### config.mk
export PLATFORM = sky130hd
export DESIGN_NAME = cam_reg_init
export DESIGN_NICKNAME = d
export VERILOG_FILES = /design/src/rtl/cam_reg_init.sv
export SDC_FILE = /design/constraint.sdc
export NUM_CORES = 1
export LEC_CHECK = 0
export BUFFER_PORTS_ARGS = -buffer_cell sky130_fd_sc_hd__buf_2
export CORE_ASPECT_RATIO = 1.2
export CORE_MARGIN = 2
export CORE_UTILIZATION = 55
export CTS_CLUSTER_DIAMETER = 60
export DETAILED_ROUTE_END_ITERATION = 8
export GPL_TIMING_DRIVEN = 0
export PLACE_DENSITY = 0.77
export SKIP_LAST_GASP = 1
export SYNTH_ARGS = -nofsm -noshare
export SYNTH_HDL_FRONTEND = slang
export SYNTH_SLANG_ARGS = --single-unit
### constraint.sdc
create_clock -name clk -period 6.15 [get_ports clk]
set_input_delay 0.615 -clock clk [delete_from_list [all_inputs] [get_ports clk]]
set_output_delay 0.615 -clock clk [all_outputs]
set_load 0.005 [all_outputs]
### src/rtl/cam_reg_init.sv
// rtl/cam_reg_init.sv - camera register-initialisation sequencer
//
// Walks a fixed (register, value) table after reset and issues one write
// command per entry to the SCCB write master. An entry whose register is
// 0xFF is a settling delay, not a write. A NACKed write is reissued up to
// MAX_RETRY times before the sequencer gives up.
//
// Ports:
//   clk        system clock (40 MHz)
//   resetn     synchronous active-low reset
//   cmd_valid  write command presented to the SCCB master
//   cmd_ready  SCCB master accepts the command
//   cmd_reg    target register address
//   cmd_data   value to write
//   rsp_valid  one-cycle pulse when the SCCB transaction finishes
//   rsp_nack   qualified by rsp_valid, 1 = slave NACKed
//   init_done  sticky, whole table written
//   init_error sticky, an entry ran out of retries
//   cur_index  table index being processed

module cam_reg_init #(
    parameter int NUM_REGS     = 6,
    parameter int DELAY_CYCLES = 40000,
    parameter int MAX_RETRY    = 3
) (
    input  logic       clk,
    input  logic       resetn,
    output logic       cmd_valid,
    input  logic       cmd_ready,
    output logic [7:0] cmd_reg,
    output logic [7:0] cmd_data,
    input  logic       rsp_valid,
    input  logic       rsp_nack,
    output logic       init_done,
    output logic       init_error,
    output logic [7:0] cur_index
);

    // Counter only ever holds DELAY_CYCLES-1 down to 0.
    localparam int DW = (DELAY_CYCLES > 1) ? $clog2(DELAY_CYCLES) : 1;
    localparam int RW = (MAX_RETRY > 0) ? $clog2(MAX_RETRY + 1) : 1;

    localparam logic [DW-1:0] DELAY_LOAD   = DW'(DELAY_CYCLES - 1);
    localparam logic [RW-1:0] RETRY_LIMIT  = RW'(MAX_RETRY);
    localparam logic [7:0]    LAST_INDEX   = 8'(NUM_REGS - 1);
    localparam logic [7:0]    DELAY_MARKER = 8'hFF;

    typedef enum logic [2:0] {
        S_LOAD,
        S_SEND,
        S_WAIT_RSP,
        S_DELAY,
        S_DONE,
        S_ERROR
    } state_t;

    state_t          state_q, state_d;
    logic [7:0]      index_d;
    logic [RW-1:0]   retry_q, retry_d;
    logic [DW-1:0]   delay_q, delay_d;
    logic            valid_d;
    logic [7:0]      reg_d, data_d;
    logic            done_d, error_d;
    logic            advance;
    logic [7:0]      tbl_reg, tbl_data;

    // Initialisation table. Indices past the populated entries read as delay
    // markers so a larger NUM_REGS never issues writes to register 0.
    always_comb begin
        tbl_reg  = DELAY_MARKER;
        tbl_data = 8'h00;
        case (cur_index)
            8'd0: begin tbl_reg = 8'h12; tbl_data = 8'h80; end
            8'd1: begin tbl_reg = 8'hFF; tbl_data = 8'h00; end
            8'd2: begin tbl_reg = 8'h12; tbl_data = 8'h04; end
            8'd3: begin tbl_reg = 8'h11; tbl_data = 8'h01; end
            8'd4: begin tbl_reg = 8'h40; tbl_data = 8'hD0; end
            8'd5: begin tbl_reg = 8'h3A; tbl_data = 8'h04; end
            default: begin end
        endcase
    end

    always_comb begin
        state_d = state_q;
        index_d = cur_index;
        retry_d = retry_q;
        delay_d = delay_q;
        valid_d = cmd_valid;
        reg_d   = cmd_reg;
        data_d  = cmd_data;
        done_d  = init_done;
        error_d = init_error;
        advance = 1'b0;

        case (state_q)
            S_LOAD: begin
                reg_d  = tbl_reg;
                data_d = tbl_data;
                if (tbl_reg == DELAY_MARKER) begin
                    delay_d = DELAY_LOAD;
                    state_d = S_DELAY;
                end else begin
                    valid_d = 1'b1;
                    state_d = S_SEND;
                end
            end
            S_SEND: begin
                if (cmd_valid && cmd_ready) begin
                    valid_d = 1'b0;
                    state_d = S_WAIT_RSP;
                end
            end
            S_WAIT_RSP: begin
                if (rsp_valid) begin
                    if (!rsp_nack) begin
                        retry_d = '0;
                        advance = 1'b1;
                    end else if (retry_q < RETRY_LIMIT) begin
                        retry_d = retry_q + 1'b1;
                        state_d = S_LOAD;
                    end else begin
                        error_d = 1'b1;
                        state_d = S_ERROR;
                    end
                end
            end
            S_DELAY: begin
                if (delay_q == '0) begin
                    advance = 1'b1;
                end else begin
                    delay_d = delay_q - 1'b1;
                end
            end
            S_DONE, S_ERROR: begin end
            default: state_d = S_LOAD;
        endcase

        // Shared by a successful write and an expired delay.
        if (advance) begin
            if (cur_index == LAST_INDEX) begin
                done_d  = 1'b1;
                state_d = S_DONE;
            end else begin
                index_d = cur_index + 8'd1;
                state_d = S_LOAD;
            end
        end
    end

    always_ff @(posedge clk) begin
        if (!resetn) begin
            state_q    <= S_LOAD;
            cur_index  <= 8'd0;
            retry_q    <= '0;
            delay_q    <= '0;
            cmd_valid  <= 1'b0;
            cmd_reg    <= 8'd0;
            cmd_data   <= 8'd0;
            init_done  <= 1'b0;
            init_error <= 1'b0;
        end else begin
            state_q    <= state_d;
            cur_index  <= index_d;
            retry_q    <= retry_d;
            delay_q    <= delay_d;
            cmd_valid  <= valid_d;
            cmd_reg    <= reg_d;
            cmd_data   <= data_d;
            init_done  <= done_d;
            init_error <= error_d;
        end
    end

endmodule

# Word level (Yosys, flattened, before mapping)
# Index checks and enable logic that the tools add are counted.
classes:
  shifts: 0
  reduce_logical: 16
  div: 0
  mul: 0
  muxes: 22
  n_eq_ne: 19
  magnitude_cmp: 1
  bitwise_logic: 2
  addsub: 3
op_table:
  columns: ["op", "n"]
  rows:
  - ["$pmux W8 S4", 2]
  - ["$mux W16", 2]
  - ["$pmux W16 S2", 1]
  - ["$mux W3", 6]
  - ["$eq A8 B2 Y1 const B", 2]
  - ["$eq A8 B3 Y1 const B", 2]
  - ["$logic_not A16 Y1", 1]
  - ["$sub A16 B1 Y16 const B", 1]
  - ["$pmux W3 S4", 1]
  - ["$ne A3 B3 Y1 const B", 3]
  - ["$reduce_and A3 Y1", 3]
  - ["$add A8 B1 Y8 const B", 1]
  - ["$eq A8 B8 Y1 const B", 1]
  - ["$logic_not A8 Y1", 1]
  - ["$ne A2 B2 Y1 const B", 4]
  - ["$reduce_and A4 Y1", 2]
  - ["$eq A3 B2 Y1 const B", 2]
  - ["$eq A3 B3 Y1 const B", 2]
  - ["$mux W2", 3]
  - ["$mux W1", 5]
  - ["$ne A2 B1 Y1 const B", 2]
  - ["$pmux W1 S2", 2]
  - ["$reduce_and A2 Y1", 2]
  - ["$reduce_bool A2 Y1", 2]
  - ["other kinds (8)", 10]
word_totals:
  in_bits: 5
  latch_bits: 0
  ff_bits: 48
  ram_bits: 0
  mem_bits_ro: 0
  memories: 0
  wordCells: 72
  out_inout_bits: 27

# Logic depth before layout (Yosys ltp)
# Gate-level depths: netlist of run 1.
logic_depth:
  ltp_word: 7
  depth_mapped: 9
  depth_no_buf: 7

# Worst setup path after synthesis of run 1
# Ideal clock, no wire load.
synth_path:
  kind: "input port to flip-flop"
  from: "input rsp_valid"
  to: "register cur_index[6]"
  arrival_time_ps: 1927
  path_stages: 5
  required_time_ps: 6080
  setup_time_ps: 70
  path_slack_ps: 4152
  path_buffers: 0
  cell_sequence: "or4bb_1 a211oi_1 a31oi_2 or3_1 a21oi_1"
synth_between:
  elab_chain_len: 3
synth_lines:
  columns: ["item", "line", "text"]
  rows:
  - ["start: declaration", "32", "input logic rsp_valid,"]
  - ["$mux W1", "114", "if (rsp_valid) begin"]
  - ["$pmux W1 S2", "95", "case (state_q)"]
  - ["$reduce_and A2 Y1 (no line)", null, null]
  - ["end signal: assignment", "163", "cur_index <= index_d;"]
  - ["end: declaration", "36", "output logic [7:0] cur_index"]
# Every way passes these cells.
# A chain may end at the register's enable or synchronous reset.

# Worst setup path in the final report of run 1
layout_path:
  from: "register cur_index[1]"
  to: "register cur_index[1]"
layout_between:
  elab_chain_len: 3
  elab_cells_between_ends: 4
  cone_classes: "add/sub (1); eq/ne (1); bitwise (1); reduce/logical (1)"
layout_lines:
  columns: ["item"]
  rows:
  - ["parallel branches: the longest is 3 deep, another holds $add A8 B1 Y8"]
# Several ways; the timed one is not identified.

==> results of run 1 <==
-- layer usage --
layer | global-route usage | routed length, um
met3 | 0.0560 | 170
met4 | 0.0894 | 85
met5 | 0 | 0
met2 | 0.389 | 2230
met1 | 0.286 | 2010
-- cell type report --
class	instances	share of cell area
Clock buffer	6	0.0343
Inverter	9	0.0140
Timing Repair Buffer	28	0.0582
Sequential cell	42	0.349
Tap cell	52	0.0270
Multi-Input combinational cell	189	0.482
Buffer	16	0.0353
-- where the power goes --
part / internal (mW) / leakage (nW) / switching [mW] / total [mW]
clock: 0.0865 / 0.0431 / 0.0872 / 0.174
sequential: 0.322 / 0.341 / 0.0372 / 0.359
combinational: 0.151 / 0.575 / 0.234 / 0.385
total: 0.560 / 0.960 / 0.358 / 0.918
-- critical path, stage by stage (launching register included) --
cell	delay (ns)
dfxtp_1	0.36
inv_1	0.09
ha_1	0.23
nor4bb_1	0.38
nand2_1	0.20
a31oi_2	0.53
mux2i_1	0.24
nor2_1	0.05
-- worst paths after layout --
path,from,to,slack (ns),depth (start not counted)
setup / recovery,cur_index[1],cur_index[1],3.95,7
hold reg to reg,init_error,init_error,0.45,2
hold / removal,init_error,init_error,0.45,2
setup reg to reg,cur_index[1],cur_index[1],3.95,7
-- cells by family after synthesis --
family / Yosys count
other cells: 1
mux: 2
flops: 42
buf+inv: 25
xor+xnor: 13
simple gates: 100
fa+ha+maj: 7
compound gates: 64
-- placed cells by master, fill, tap and decap left out, drive strengths merged, types with 3 or more instances in the layout --
cell     n
nor4bb   3
or3      9
nand2b   3
ha       7
a21oi   29
nand2   16
a31oi    7
nand3b   3
xor2     4
a211oi   3
conb     3
dfxtp   42
o21ai   17
nand3    8
xnor2    9
buf     37
and2     3
nor4     6
nor3    10
nor2    23
inv      9
clkbuf  13
-- through the flow --
step | cell area (um^2) | cells | power, mW
global placement | 2320 | 336 | 0.739
detailed placement | 2320 | 336 | 0.744
CTS | 2410 | 342 | 0.918
global route | 2410 | 342 | 0.986
finish | 2410 | 342 | 0.918
floorplan | 2120 | 256 | 0.644
==> impl_metrics.csv, run 1 <==
group,metric,value,unit
outcome,status,"complete, no violations",
clock_network,path_clk_slew,0.07,ns
detailed_routing,dr.pass1.iters,4,
timing,finalSetupTns,0,ns
yosys,synth-edff-count,0,
yosys,syn-cell-area,2110,um^2
timing,relSlewSlack,0.530,
yosys,synth-adder-area-share,0.0415,
setup_path,path_max_fanout,9,
placed_design,dp_slack,3.85,ns
yosys,yosysMostFrequentCell,"dfxtp_1",
yosys,yosysUniqueCellTypes,47,
cells_and_area,largest_reg_flops,16,
detailed_routing,drc_errors,0,
detailed_routing,drtIter0Drc,55,
timing,fmax,455,MHz
power_and_ir_drop,p_leak,0.960,nW
placed_design,gp_congestion,0.862,
cells_and_area,layout-drive-gt1-share,0.162,
yosys,syn_area_per_cell,8.32,um^2
timing,hold_viol_final,0,
yosys,synthArstFlopShare,0,
yosys,ys.warnings.count,0,
yosys,synthMuxAreaShare,0.00948,
clock_network,cts_hold_buf,0,
clock_network,htree_levels,2,
clock_network,clock_latency,0.29,ns
detailed_routing,drtAntennaViolNets,0,
yosys,synth-xor-area-share,0.0539,
detailed_routing,routed_wl,4500,um
floorplanning,chipHeight,71.9,um
cells_and_area,nNetsFinal,303,
clock_network,cts_num_sinks,42,
timing,setup_viol,0,
global_route,grt_pass1_wl,7730,um
job,drv_cap,0,
cells_and_area,seq_area,841,um^2
placed_design,hpwl,3280,um
setup_path,arrival,2.36,ns
detailed_routing,vias,1885,
global_route,grt.total_usage,0.234,
yosys,synth_top_family_by_area,"simple AND/OR/NAND/NOR gates",
cells_and_area,area_delta_synth_final,14.0,%
cells_and_area,final_util,0.657,
timing,tightest_slew,0.706,ns
global_route,antenna_found_initial,0,
timing,rsz0062_at_grt,"false",
timing,layout_setup_ws,3.95,ns
clock_network,cts_buffers,5,
yosys,synth_seq_area_share,0.398,
yosys,ys.flop_type,"dfxtp_1",
timing,finalCriticalPeriod,2.20,ns
clock_network,cts_setup_buffers,0,
clock_network,cts_resized,0,
clock_network,cts_tree,"yes",
yosys,synth_compound_area_frac,0.178,
placed_design,numPortBuffers,28,
floorplanning,io_pins,32,
floorplanning,rows,24,
floorplanning,initial_core_util,0.577,
timing,slew_viol_final,0,
floorplanning,die_width,60.6,um
global_route,overflow,0,
cells_and_area,num_antenna_cells,0,
timing,fin_skew,0.00396,ns
global_route,grt_max_degree,12,
floorplanning,core-area,3660,um^2
yosys,synth_common_cells,"dfxtp_1 (42), a21oi_1 (28), nor2_1 (23)",
timing,finalCritPeriodShare,0.357,
yosys,syn_inst,254,
clock_network,cts_max_path_buffers,2,
cells_and_area,nFillCells,357,
yosys,synth_top_area_frac,0.398,
detailed_routing,routedWlPerCell,13.2,um
detailed_routing,via_per_inst,5.51,
floorplanning,dieArea,4350,um^2
yosys,synth_top_cell_by_area,"dfxtp_1",
power_and_ir_drop,power.density,381,nW/um^2
setup_path,end_kind,"flip-flop",
setup_path,path_class,"flip-flop to flip-flop",
yosys,synthTopCellsByArea,"dfxtp_1 (40%), a21oi_1 (6.6%), ha_1 (4.1%)",
setup_path,start_kind,"flip-flop",
global_route,first_global_vias,1721,
yosys,synth-simple-area-share,0.261,
power_and_ir_drop,vdd_ir_drop_max,199,uV
setup_path,cp.required,6.31,ns
worst_hold_path,hold_class,"flip-flop to flip-flop",
yosys,ys_seq_elements,42,
clock_network,cts-root-buf,"clkbuf_8",
timing,whs,0.445,ns
cells_and_area,multiInputGateArea,1160,um^2
Power figures use the tool's default switching activity.
==> run 2, diff against run 1 <==
--- a/config.mk
+++ b/config.mk
@@ -8,11 +8,11 @@
 export BUFFER_PORTS_ARGS = -buffer_cell sky130_fd_sc_hd__buf_2
 export CORE_ASPECT_RATIO = 1.2
 export CORE_MARGIN = 2
-export CORE_UTILIZATION = 55
+export CORE_UTILIZATION = 51
 export CTS_CLUSTER_DIAMETER = 60
 export DETAILED_ROUTE_END_ITERATION = 8
 export GPL_TIMING_DRIVEN = 0
-export PLACE_DENSITY = 0.77
+export PLACE_DENSITY = 0.76
 export SKIP_LAST_GASP = 1
 export SYNTH_ARGS = -nofsm -noshare
 export SYNTH_HDL_FRONTEND = slang
==> constraint.sdc (replaced) <==
create_clock -name clk -period 1.85 [get_ports clk]
set_input_delay 0.185 -clock clk [delete_from_list [all_inputs] [get_ports clk]]
set_output_delay 0.185 -clock clk [all_outputs]
set_load 0.005 [all_outputs]
==> impl_metrics.csv, run 2 (synthesis results as in run 1) <==
group,metric,value,unit
cells_and_area,final_cell_area,2800,um^2
cells_and_area,finalNonFillerCells,359,
clock_network,cts_buffers,5,
clock_network,cts_num_sinks,42,
detailed_routing,drc_errors,0,
clock_network,htree_levels,2,
cells_and_area,nFillCells,305,
timing,finalCritPeriodShare,1.08,
global_route,grt.total_usage,0.215,
cells_and_area,largest_reg_flops,16,
outcome,status,"finished, violations left",
setup_path,path_delay_family,"simple AND/OR/NAND/NOR gates",
detailed_routing,routedWlPerCell,14.9,um
global_route,grt_pass1_wl,7990,um
detailed_routing,via_per_inst,5.69,
timing,tightest_slew,0.633,ns
floorplanning,io_pins,32,
setup_path,start_kind,"flip-flop",
clock_network,clock_latency,0.30,ns
setup_path,slowest_delay,0.52,ns
global_route,antenna_found_initial,0,
timing,fin_skew,0.0127,ns
floorplanning,core-area,3970,um^2
cells_and_area,area_delta_synth_final,32.4,%
timing,hold_viol_final,0,
setup_path,reg2reg_slack,-0.15,ns
setup_path,path_max_fanout,5,
timing,setup_viol,2,
timing,rsz0062_at_grt,"true",
placed_design,dpl_cell_area,2330,um^2
placed_design,numPortBuffers,28,
detailed_routing,routed_wl,5340,um
timing,finalSetupTns,-0.164,ns
floorplanning,die_width,62.7,um
floorplanning,chipHeight,74.5,um
global_route,grt_max_degree,14,
detailed_routing,vias,2044,
floorplanning,initial_core_util,0.532,
cells_and_area,final_common_cell,"dfxtp_1",
timing,relSlewSlack,0.575,
setup_path,crit_buf_inv,0,
power_and_ir_drop,power.density,1340,nW/um^2
cells_and_area,num_antenna_cells,0,
setup_path,crit_slowest_cell,"or4_4",
cells_and_area,mostFrequentLayoutCells,"dfxtp_1 (31), buf_2 (28), a21oi_1 (24), nor2_1 (20)",
timing,fmax,499,MHz
detailed_routing,drtIter0Drc,112,
power_and_ir_drop,total_power,3.75,mW
placed_design,hpwl,3350,um
clock_network,path_clk_slew,0.09,ns
outcome,violations,"negative setup slack",
worst_hold_path,hold_class,"input port to flip-flop",
job,drv_cap,0,
clock_network,cts_max_path_buffers,2,
setup_path,end_kind,"flip-flop",
setup_path,cp.required,2.01,ns
power_and_ir_drop,p_leak,1.09,nW
global_route,first_global_vias,1751,
placed_design,gp_congestion,0.870,
timing,slew_viol_final,0,
timing,layout_setup_ws,-0.154,ns
cells_and_area,nNetsFinal,316,
setup_path,arrival,2.17,ns
power_and_ir_drop,vdd_ir_drop_max,753,uV
detailed_routing,dr.pass1.iters,5,
floorplanning,rows,25,
placed_design,dp_cells,338,
clock_network,cts_tree,"yes",
floorplanning,dieArea,4670,um^2
timing,finalCriticalPeriod,2.00,ns
setup_path,path_cells,"or4_4 -> or3_4 -> or3b_1 -> xor2_1 -> a21oi_2",
global_route,overflow,0,
cells_and_area,layout-drive-gt1-share,0.334,
setup_path,path_class,"flip-flop to flip-flop",
detailed_routing,drtAntennaViolNets,0,
clock_network,cts-root-buf,"clkbuf_8",
-- run 2: cell types whose count changed in the layout (fill, tap and decap cells not counted), sizes merged --
cell    change
buf        +12
clkbuf      -2
clkinv      +2
a31oi       +1
bufinv      +1
o21ai       +1
-- run 2: final timing paths --
| path | start | end | cells after the start |
|---|---|---|---|
| worst max register to register | delay_q[5] | delay_q[10] | 5 |
| worst min-delay path | cmd_ready | cmd_valid | 2 |
| worst max-delay path | delay_q[5] | delay_q[10] | 5 |
| worst min register to register | init_error | init_error | 2 |
-- run 2: worst reg2reg max path: cells and delay by family (launching register included) --
family          cells  cell delay (ns)
xor+xnor            1             0.18
flops               1             0.36
simple gates        3             1.26
compound gates      1             0.07
-- run 2: layer usage --
metal	GRT usage	wire length, um	vias to the layer above
met1	0.259	2260	971
met4	0.0864	85	0
met5	0	0	-
li1	-	-	1007
met2	0.379	2770	55
met3	0.0454	225	11
-- run 2: what timing repair did --
item / 4_1_cts / 5_1_grt
setup buffers: 5 / 8
gates cloned: 1 / 1
setup endpoints to repair: 31 / 25
resized for setup: 29 / 34
pin swaps: 6 / 15
hold buffers: 0 / 0
-- run 2: per-stage QoR --
step	worst slack (ns)	hold WS (ns)	utilization
global route	-0.223	0.102	0.704
floorplan	-0.0581	0.298	-
detailed placement	-0.335	0.415	0.586
global placement	-0.324	0.412	0.586
CTS	-0.140	0.0973	0.655
finish	-0.154	0.0910	0.704
-- run 2: area by class of cell --
| cell class | instances | area (um^2) | area share |
|---|---|---|---|
| well taps | 54 | 67.6 | 0.0242 |
| clock inverters | 3 | 40.0 | 0.0143 |
| clock buffers | 5 | 68.8 | 0.0246 |
| plain buffers | 14 | 86.3 | 0.0309 |
| inverters | 9 | 33.8 | 0.0121 |
| repair buffers | 41 | 249 | 0.0890 |
| flip-flops and latches | 42 | 865 | 0.309 |
| multi-input cells | 191 | 1390 | 0.496 |
-- run 2: power by group --
| part | internal (mW) | switching, mW | total [mW] |
|---|---|---|---|
| sequential | 1.08 | 0.143 | 1.23 |
| combinational | 0.801 | 1.00 | 1.80 |
| clock | 0.398 | 0.325 | 0.723 |
| total | 2.28 | 1.47 | 3.75 |
==> run 3, diff against run 2 <==
--- a/config.mk
+++ b/config.mk
@@ -13,6 +13,7 @@
 export DETAILED_ROUTE_END_ITERATION = 8
 export GPL_TIMING_DRIVEN = 0
 export PLACE_DENSITY = 0.76
+export REMOVE_ABC_BUFFERS = 1
 export SKIP_LAST_GASP = 1
 export SYNTH_ARGS = -nofsm -noshare
 export SYNTH_HDL_FRONTEND = slang
==> impl_metrics.csv, run 3 (synthesis results as in run 1) <==
group,metric,value,unit
outcome,status,"finished, violations left",
outcome,violations,"negative setup slack",
cells_and_area,mostFrequentLayoutCells,"dfxtp_1 (32), buf_2 (28), a21oi_1 (26), nor2_1 (21), o21ai_0 (16)",
cells_and_area,layout-drive-gt1-share,0.317,
timing,slew_viol_final,0,
setup_path,end_kind,"flip-flop",
clock_network,cts_num_sinks,42,
detailed_routing,drtIter0Drc,119,
global_route,grt_max_degree,25,
timing,rsz0062_at_grt,"true",
timing,hold_viol_final,0,
clock_network,path_clk_slew,0.08,ns
worst_hold_path,hold_class,"input port to flip-flop",
timing,finalCritPeriodShare,1.08,
cells_and_area,final_cell_area,2690,um^2
power_and_ir_drop,total_power,3.70,mW
detailed_routing,drc_errors,0,
cells_and_area,largest_reg_flops,16,
timing,relSlewSlack,0.460,
floorplanning,io_pins,32,
clock_network,cts_buffers,5,
setup_path,path_class,"flip-flop to flip-flop",
cells_and_area,nNetsFinal,305,
power_and_ir_drop,vdd_ir_drop_max,657,uV
placed_design,dpl_cell_area,2240,um^2
setup_path,start_kind,"flip-flop",
setup_path,arrival,2.16,ns
floorplanning,core-area,3970,um^2
clock_network,htree_levels,2,
global_route,grt_pass1_wl,8420,um
timing,fmax,499,MHz
setup_path,crit_slowest_cell,"or4_4",
floorplanning,dieArea,4670,um^2
timing,layout_setup_ws,-0.155,ns
detailed_routing,routed_wl,5340,um
global_route,first_global_vias,1818,
floorplanning,initial_core_util,0.532,
detailed_routing,drtAntennaViolNets,0,
timing,fin_skew,0.00864,ns
detailed_routing,dr.pass1.iters,4,
clock_network,cts_tree,"yes",
cells_and_area,final_util,0.677,
detailed_routing,via_per_inst,5.70,
timing,whs,0.0973,ns
detailed_routing,routedWlPerCell,15.4,um
setup_path,cp.required,2.01,ns
power_and_ir_drop,power.density,1380,nW/um^2
power_and_ir_drop,p_leak,1.03,nW
timing,finalCriticalPeriod,2.01,ns
placed_design,gp_congestion,0.741,
cells_and_area,area_delta_synth_final,27.3,%
cells_and_area,final_common_cell,"dfxtp_1",
setup_path,path_max_fanout,5,
timing,setup_viol,7,
floorplanning,chipHeight,74.5,um
placed_design,hpwl,3000,um
placed_design,dp_slack,-0.542,ns
floorplanning,die_width,62.7,um
global_route,overflow,0,
job,drv_cap,0,
clock_network,clock_latency,0.30,ns
clock_network,cts-root-buf,"clkbuf_8",
detailed_routing,vias,1978,
cells_and_area,num_antenna_cells,0,
placed_design,numPortBuffers,28,
global_route,antenna_found_initial,0,
floorplanning,rows,25,
setup_path,slowest_delay,0.53,ns
clock_network,cts_max_path_buffers,2,
global_route,grt.total_usage,0.230,
timing,tightest_slew,0.806,ns
setup_path,path_cells,"or4_4 -> or3_4 -> or3b_4 -> xor2_2 -> a21oi_2",
## run 3: cell types whose count changed in the layout (fill, tap and decap cells not counted), moves of 2 or more
cell	previous run	this run
a21oi_1	24	26
buf_6	4	0
nor3_2	0	2
clkinv_2	2	0
clkbuf_1	5	2
nor3_1	8	6
inv_2	2	0
## run 3: per-layer routing
layer	global-route usage	wire (um)	vias to the layer above
met1	0.268	2290	940
met3	0.0530	232	9
met4	0.106	107	0
met2	0.410	2710	40
met5	0	0	-
li1	-	-	989
## run 3: layout make-up
class	count	area (um^2)
clock buffers	7	76.3
fillers	327	1280
inverters	9	36.3
multi-input cells	192	1390
flip-flops and latches	42	863
well taps	54	67.6
repair buffers	43	253
## run 3: path summary, 6_finish.rpt
check / startpoint / to / slack (ns) / cells after the start
worst min register to register: init_error / init_error / 0.45 / 2
worst max register to register: delay_q[4] / delay_q[10] / -0.16 / 5
worst min-delay path: cmd_ready / cmd_valid / 0.1 / 2
worst max-delay path: delay_q[4] / delay_q[10] / -0.16 / 5
## run 3: critical path, delay by kind of cell (launching register included)
| kind | cells | cell delay, ns |
|---|---|---|
| AOI/OAI and AO/OA | 1 | 0.07 |
| DFF | 1 | 0.37 |
| and+or+nand+nor | 3 | 1.27 |
| xor gates and xnor gates | 1 | 0.15 |
## run 3: through the flow
step | std cells | TNS [ns]
final | 347 | -0.408
after global routing | 347 | -1.52
after CTS | 337 | -0.716
after detailed placement | 322 | -7.95
after global placement | 322 | -7.03
after floorplan | 240 | -0.835
## run 3: timing repair
| item | 4_1_cts | 5_1_grt |
|---|---|---|
| endpoints found under the setup margin | 31 | 28 |
| hold buffers | 0 | 0 |
| setup buffers | 6 | 9 |
| resized for setup | 33 | 24 |
| cloned | 2 | 1 |
| pin swaps | 6 | 5 |
## run 3: power by group
part / leakage (nW) / total [mW] / switching [mW] / internal, mW
clock: 0.0383 / 0.573 / 0.313 / 0.260
sequential: 0.347 / 1.29 / 0.202 / 1.09
combinational: 0.645 / 1.84 / 0.994 / 0.842
